<file path="config.mk">
export PLATFORM = sky130hd
export DESIGN_NAME = timer_irq_controller_flat
export DESIGN_NICKNAME = d
export VERILOG_FILES = /design/src/rtl/timer_irq_controller_pkg.sv /design/src/rtl/timer_irq_controller_if.sv /design/src/rtl/timer_irq_controller_prio_enc.sv /design/src/rtl/timer_irq_controller.sv /design/src/flat_wrapper.sv
export SDC_FILE = /design/constraint.sdc
export NUM_CORES = 1
export LEC_CHECK = 0
export CAP_MARGIN = 40
export CORE_ASPECT_RATIO = 1.1
export CORE_UTILIZATION = 42
export DETAILED_ROUTE_END_ITERATION = 12
export PLACE_DENSITY = 0.8
export REMOVE_ABC_BUFFERS = 1
export SYNTH_ARGS = -nofsm -noshare
export SYNTH_HDL_FRONTEND = slang
export SYNTH_SLANG_ARGS = --single-unit
</file>
<file path="constraint.sdc">
create_clock -name clk -period 1.4 [get_ports clk]
set_input_delay 0.35 -clock clk [delete_from_list [all_inputs] [get_ports clk]]
set_output_delay 0.35 -clock clk [all_outputs]
set_load 0.01 [all_outputs]
</file>
<file path="src/rtl/timer_irq_controller_pkg.sv">
// rtl/timer_irq_controller_pkg.sv - shared types and constants for the timer interrupt controller
package timer_irq_pkg;
   localparam int MAX_SOURCES = 8;

   localparam logic [1:0] ADDR_PENDING = 2'd0;
   localparam logic [1:0] ADDR_MASK    = 2'd1;
   localparam logic [1:0] ADDR_STATUS  = 2'd2;

   typedef enum logic [1:0] {
      IDLE      = 2'd0,
      REQ       = 2'd1,
      WAIT_DROP = 2'd2
   } irq_state_t;
endpackage

</file>
<file path="src/rtl/timer_irq_controller_if.sv">
// rtl/timer_irq_controller_if.sv - register bus and CPU interrupt handshake bundle
interface timer_irq_controller_if;
   logic        write;
   logic [1:0]  addr;
   logic [31:0] data_in;
   logic [31:0] data_out;
   logic        irq_req;
   logic [2:0]  irq_id;
   logic        irq_ack;

   modport master (
      output write, addr, data_in, irq_ack,
      input  data_out, irq_req, irq_id
   );

   modport slave (
      input  write, addr, data_in, irq_ack,
      output data_out, irq_req, irq_id
   );
endinterface

</file>
<file path="src/rtl/timer_irq_controller_prio_enc.sv">
// rtl/timer_irq_controller_prio_enc.sv - lowest-index-first priority encoder
module irq_prio_enc #(
   parameter int NUM_SOURCES = 8
) (
   input  logic [NUM_SOURCES-1:0] vec,
   output logic [2:0]             idx,
   output logic                   valid
);
   // Scan from the top so the lowest set index is the last one written.
   always_comb begin
      idx   = '0;
      valid = 1'b0;
      for (int i = NUM_SOURCES - 1; i >= 0; i--) begin
         if (vec[i]) begin
            idx   = 3'(i);
            valid = 1'b1;
         end
      end
   end
endmodule

</file>
<file path="src/rtl/timer_irq_controller.sv">
// rtl/timer_irq_controller.sv - collects timer interrupt edges and presents them one at a time to the CPU
module timer_irq_controller
   import timer_irq_pkg::*;
#(
   parameter int NUM_SOURCES = 8
) (
   input  logic                   clk,
   input  logic                   rst,
   input  logic [NUM_SOURCES-1:0] irq_in,
   timer_irq_controller_if.slave  bus
);
   logic [NUM_SOURCES-1:0] irq_prev;
   logic [NUM_SOURCES-1:0] pending;
   logic [NUM_SOURCES-1:0] mask;
   logic [NUM_SOURCES-1:0] overrun;
   logic [NUM_SOURCES-1:0] edge_det;
   logic [NUM_SOURCES-1:0] ack_clr;
   logic [NUM_SOURCES-1:0] pend_clr;
   logic [NUM_SOURCES-1:0] ovr_clr;
   logic [2:0]             irq_id_q;
   logic [2:0]             enc_idx;
   logic                   enc_valid;
   logic                   wr_pending;
   logic                   wr_mask;
   logic                   wr_status;
   logic                   ack_taken;
   logic [31:0]            status_word;
   irq_state_t             state;
   irq_state_t             state_next;

   assign edge_det   = irq_in & ~irq_prev;
   assign wr_pending = bus.write && (bus.addr == ADDR_PENDING);
   assign wr_mask    = bus.write && (bus.addr == ADDR_MASK);
   assign wr_status  = bus.write && (bus.addr == ADDR_STATUS);
   assign ack_taken  = (state == REQ) && bus.irq_ack;

   always_comb begin
      ack_clr = '0;
      for (int i = 0; i < NUM_SOURCES; i++) begin
         ack_clr[i] = ack_taken && (irq_id_q == 3'(i));
      end
   end

   assign pend_clr = (wr_pending ? bus.data_in[NUM_SOURCES-1:0] : '0) | ack_clr;
   assign ovr_clr  = wr_status ? bus.data_in[8 +: NUM_SOURCES] : '0;

   irq_prio_enc #(
      .NUM_SOURCES(NUM_SOURCES)
   ) u_prio_enc (
      .vec  (pending & mask),
      .idx  (enc_idx),
      .valid(enc_valid)
   );

   // Edges are OR-ed in after the clears so a new event always survives a same-cycle clear.
   always_ff @(posedge clk) begin
      if (rst) begin
         irq_prev <= '0;
         pending  <= '0;
         mask     <= '0;
         overrun  <= '0;
         irq_id_q <= '0;
         state    <= IDLE;
      end else begin
         irq_prev <= irq_in;
         pending  <= (pending & ~pend_clr) | edge_det;
         overrun  <= (overrun & ~ovr_clr) | (edge_det & pending);
         if (wr_mask) begin
            mask <= bus.data_in[NUM_SOURCES-1:0];
         end
         if ((state == IDLE) && enc_valid) begin
            irq_id_q <= enc_idx;
         end
         state <= state_next;
      end
   end

   always_comb begin
      state_next = state;
      case (state)
         IDLE:      if (enc_valid)    state_next = REQ;
         REQ:       if (bus.irq_ack)  state_next = WAIT_DROP;
         WAIT_DROP: if (!bus.irq_ack) state_next = IDLE;
         default:                     state_next = IDLE;
      endcase
   end

   assign bus.irq_req = (state == REQ);
   assign bus.irq_id  = irq_id_q;

   assign status_word = {16'b0, MAX_SOURCES'(overrun), bus.irq_req, state, 2'b00, irq_id_q};

   always_comb begin
      bus.data_out = '0;
      case (bus.addr)
         ADDR_PENDING: bus.data_out = 32'(pending);
         ADDR_MASK:    bus.data_out = 32'(mask);
         ADDR_STATUS:  bus.data_out = status_word;
         default:      bus.data_out = '0;
      endcase
   end
endmodule

</file>
<file path="src/flat_wrapper.sv">
// flat-port wrapper written by rule: the top's interface ports become plain ports
module timer_irq_controller_flat import timer_irq_pkg::*;
#(
   parameter int NUM_SOURCES = 8
)
  (clk, rst, irq_in, bus_write, bus_addr, bus_data_in, bus_irq_ack, bus_data_out, bus_irq_req, bus_irq_id);
  timer_irq_controller_if bus_i ();
  input  logic clk;
  input  logic rst;
  input  logic [NUM_SOURCES-1:0] irq_in;
  input wire logic [$bits(bus_i.write)-1:0] bus_write;
  input wire logic [$bits(bus_i.addr)-1:0] bus_addr;
  input wire logic [$bits(bus_i.data_in)-1:0] bus_data_in;
  input wire logic [$bits(bus_i.irq_ack)-1:0] bus_irq_ack;
  output wire logic [$bits(bus_i.data_out)-1:0] bus_data_out;
  output wire logic [$bits(bus_i.irq_req)-1:0] bus_irq_req;
  output wire logic [$bits(bus_i.irq_id)-1:0] bus_irq_id;
  assign bus_i.write = bus_write;
  assign bus_i.addr = bus_addr;
  assign bus_i.data_in = bus_data_in;
  assign bus_i.irq_ack = bus_irq_ack;
  assign bus_data_out = bus_i.data_out;
  assign bus_irq_req = bus_i.irq_req;
  assign bus_irq_id = bus_i.irq_id;
  timer_irq_controller #(.NUM_SOURCES(NUM_SOURCES)) u_core (.clk(clk), .rst(rst), .irq_in(irq_in), .bus(bus_i));
endmodule
</file>
==> out/results.ini <==
[setup_path]
cpMostUsedCell = buf_12
critPathSlowestCell = buf_6
critPathLaunchType = input pin
crit_buf_inv = 4
cp.arrival_ps = 1170
cp-end-kind = output pin
crit_type = input pin to output pin
r2r_setup_slack_ps = 30
cp.required_ps = 1050
rr_worst_depth = 5
r2r-start = u_core.pending[3]
slowest_delay_ps = 160
cp_top_family = buffers and inverters
path_cells = buf_12 -> buf_12 -> nor2b_4 -> buf_6 -> nand2_1 -> o21ai_1 -> buf_2
path_max_fanout = 7
reg2reg_to = u_core.state[0]

[clocking]
cts_max_path_buffers = 2
hold_buffers = 0
cts_tree = built
clock_sinks = 37
htree_levels = 2
cts_buffers = 5
path_clk_slew_ps = 70
root_buffer = clkbuf_8
clk_latency_ps = 290

[placed_design]
port_buffers = 49
hpwl_microns = 3670
placed_cell_area_sq_um = 2620
globalplace.congestion = 0.932

[timing]
maxSlewViolCount = 0
finalSetupViolCount = 15
period_share_pct = 109
fin_tns_setup_ps = -740
hold_viol = 0
fmax_mhz = 658
finalCriticalPeriod_ps = 1520
worst_slack_ps = -119
fin_skew_ps = 8.44
rsz0062_at_grt = true

[floorplan]
rows = 25
initial_utilization_pct = 43.9
dieWidth_microns = 66.0
num_io_pins = 82
dieArea_sq_um = 4780
core_sq_um = 4320
die_h_microns = 72.4

[route]
wl_per_cell_microns = 16.0
wirelength_microns = 6160
num_vias = 2063
ant_nets = 0
route.detailed.drc = 0
drt_iter0_markers = 147
drt_pass1_iterations = 5
avgViaCountPerCell = 5.37

[finish]
area_delta_synth_final_pct = 59.3
register_area_sq_um = 747
insertedDiodeCount = 0
multi_input_area_sq_um = 1090
drive_gt1_share_pct = 34.2
fin_area_sq_um = 3020
n_fill_cell = 334
final_cell_mix = buf_4 (40), dfxtp_1 (34), clkdlybuf4s50_1 (27), nand2_1 (26), a21oi_1 (19)
layout_commonest_cell = buf_4
nets = 375

[outcome]
status = finished, violations left
failed_checks = negative setup slack

[synthesis]
synth_fa_ha_area_share_pct = 0
ys_top_cells_by_area = dfxtp_1 (39%), buf_4 (7.5%), nand2_1 (6.3%), a21oi_1 (5.0%), nand3_1 (4.8%)
synth_xor_area_share_pct = 0.463
syn_inst = 231
synth_edf_count = 0
yosysSeqAreaShare_pct = 39.1
syn_area_sq_um = 1890
synth-simple-area-share_pct = 27.2
synth_cell_type_count = 35
synthMuxAreaShare_pct = 4.23
ys_seq_elements = 37
synth_ff_type = dfxtp_1
synth_area_per_cell_sq_um = 8.20
synth_compound_area_share_pct = 18.1
yosysWarnings = 0
async_reset_ff_share_pct = 0
synth_top_family_by_area = simple AND/OR/NAND/NOR gates
yosysTopAreaCell = dfxtp_1
yosysTopAreaCellShare_pct = 39.1

[min_path]
min_to = u_core.overrun[5]
hold_depth = 2
hp-class = register to register
min-delay-start = u_core.overrun[5]

[flow_run]
cap_viol_max_count = 0

[power]
power.density_nw_per_um2 = 854
peakVddDrop_v = 0.000718
p_leak_nw = 1.31

[global_routing]
grt_first_pass_wirelength_microns = 8860
grt_usage_pct = 24.8
grt_max_degree = 18
grt.overflow.total = 0
antenna_found_initial = 0
first_global_vias = 1893

## synth_stat cells (all sizes together) (8+ instances only)
master,instances
a21oi,19
a2bb2oi,8
and2,8
buf,24
dfxtp,37
inv,8
mux2i,8
nand2,32
nand2b,11
nand3,18
nor2,11
nor2b,11
## final cells by class
cell class | count | share of cell area, %
repair buffers | 102 | 32.4
clock inverters | 1 | 0.166
inverters | 8 | 0.996
flip-flops and latches | 37 | 24.8
well taps | 54 | 2.24
multi-input cells | 175 | 36.3
clock buffers | 7 | 3.20
## worst max path at each step
stage / from / endpoint / slack, ps / cells after the start
after floorplan: u_core.state[0] / bus_data_out[7] / 100 / 3
after global placement: bus_addr[1] / bus_data_out[1] / -870 / 6
after detailed placement: bus_addr[1] / bus_data_out[2] / -910 / 6
after CTS: bus_addr[1] / bus_data_out[2] / -90 / 7
after global routing: bus_addr[1] / bus_data_out[7] / -140 / 7
final: bus_addr[1] / bus_data_out[7] / -120 / 7
## cells by family (layout without fill, tap and decap cells)
kind of cell              count (synthesis)  count (layout)
other                                     1              16
buffers and inverters                    34             118
and+or+nand+nor                          98              98
AOI/OAI and AO/OA                        52              52
xor gates and xnor gates                  1               1
DFF                                      37              37
muxes                                     8               8
## flip-flops by register name (all words and copies together), names as in the netlist
register and cells:
u_core.irq_prev 8, u_core.mask 8, u_core.overrun 8, u_core.pending 8, u_core.bus.irq_id 3, u_core.state 2
## where the power goes
group	switching (W)	internal, W	leakage, nW
logic	0.000273	0.000333	0.953
clock network	0.000381	0.000445	0.0542
registers	0.0000336	0.00111	0.306
## metrics by stage
step	total power, W	setup slack (ps)	util, %	hold WS [ps]	std cells
floorplan	0.00136	101	-	419	220
global placement	0.00165	-871	60.6	457	357
detailed placement	0.00166	-905	60.6	478	357
CTS	0.00252	-86.2	66.4	503	377
global route	0.00268	-139	69.9	528	384
finish	0.00257	-119	69.9	504	384
## routing by layer
layer | routed length, microns | GRT usage (%) | part of all wire (%) | vias to the layer above
met4 | 148 | 8.04 | 2.4 | 0
met5 | 0 | 0 | 0 | -
li1 | - | - | - | 963
met1 | 2350 | 30.0 | 38 | 954
met2 | 3140 | 42.7 | 51 | 129
met3 | 525 | 5.97 | 8.5 | 17
## worst register-to-register path, cell delays in order, from the launching register on
cell	delay, ps
dfxtp_1	320
buf_4	150
a22oi_2	310
nand2_1	140
o21ai_1	220
a21oi_1	100
## repair_timing
action | CTS | global route
endpoints found under the setup margin | 36 | 27
pin swaps | 12 | 5
resized for setup | 116 | 28
hold endpoints to repair | 0 | 0
setup buffers | 10 | 7
cloned | 2 | 0
No activity file was read; power rests on OpenSTA's default activity.
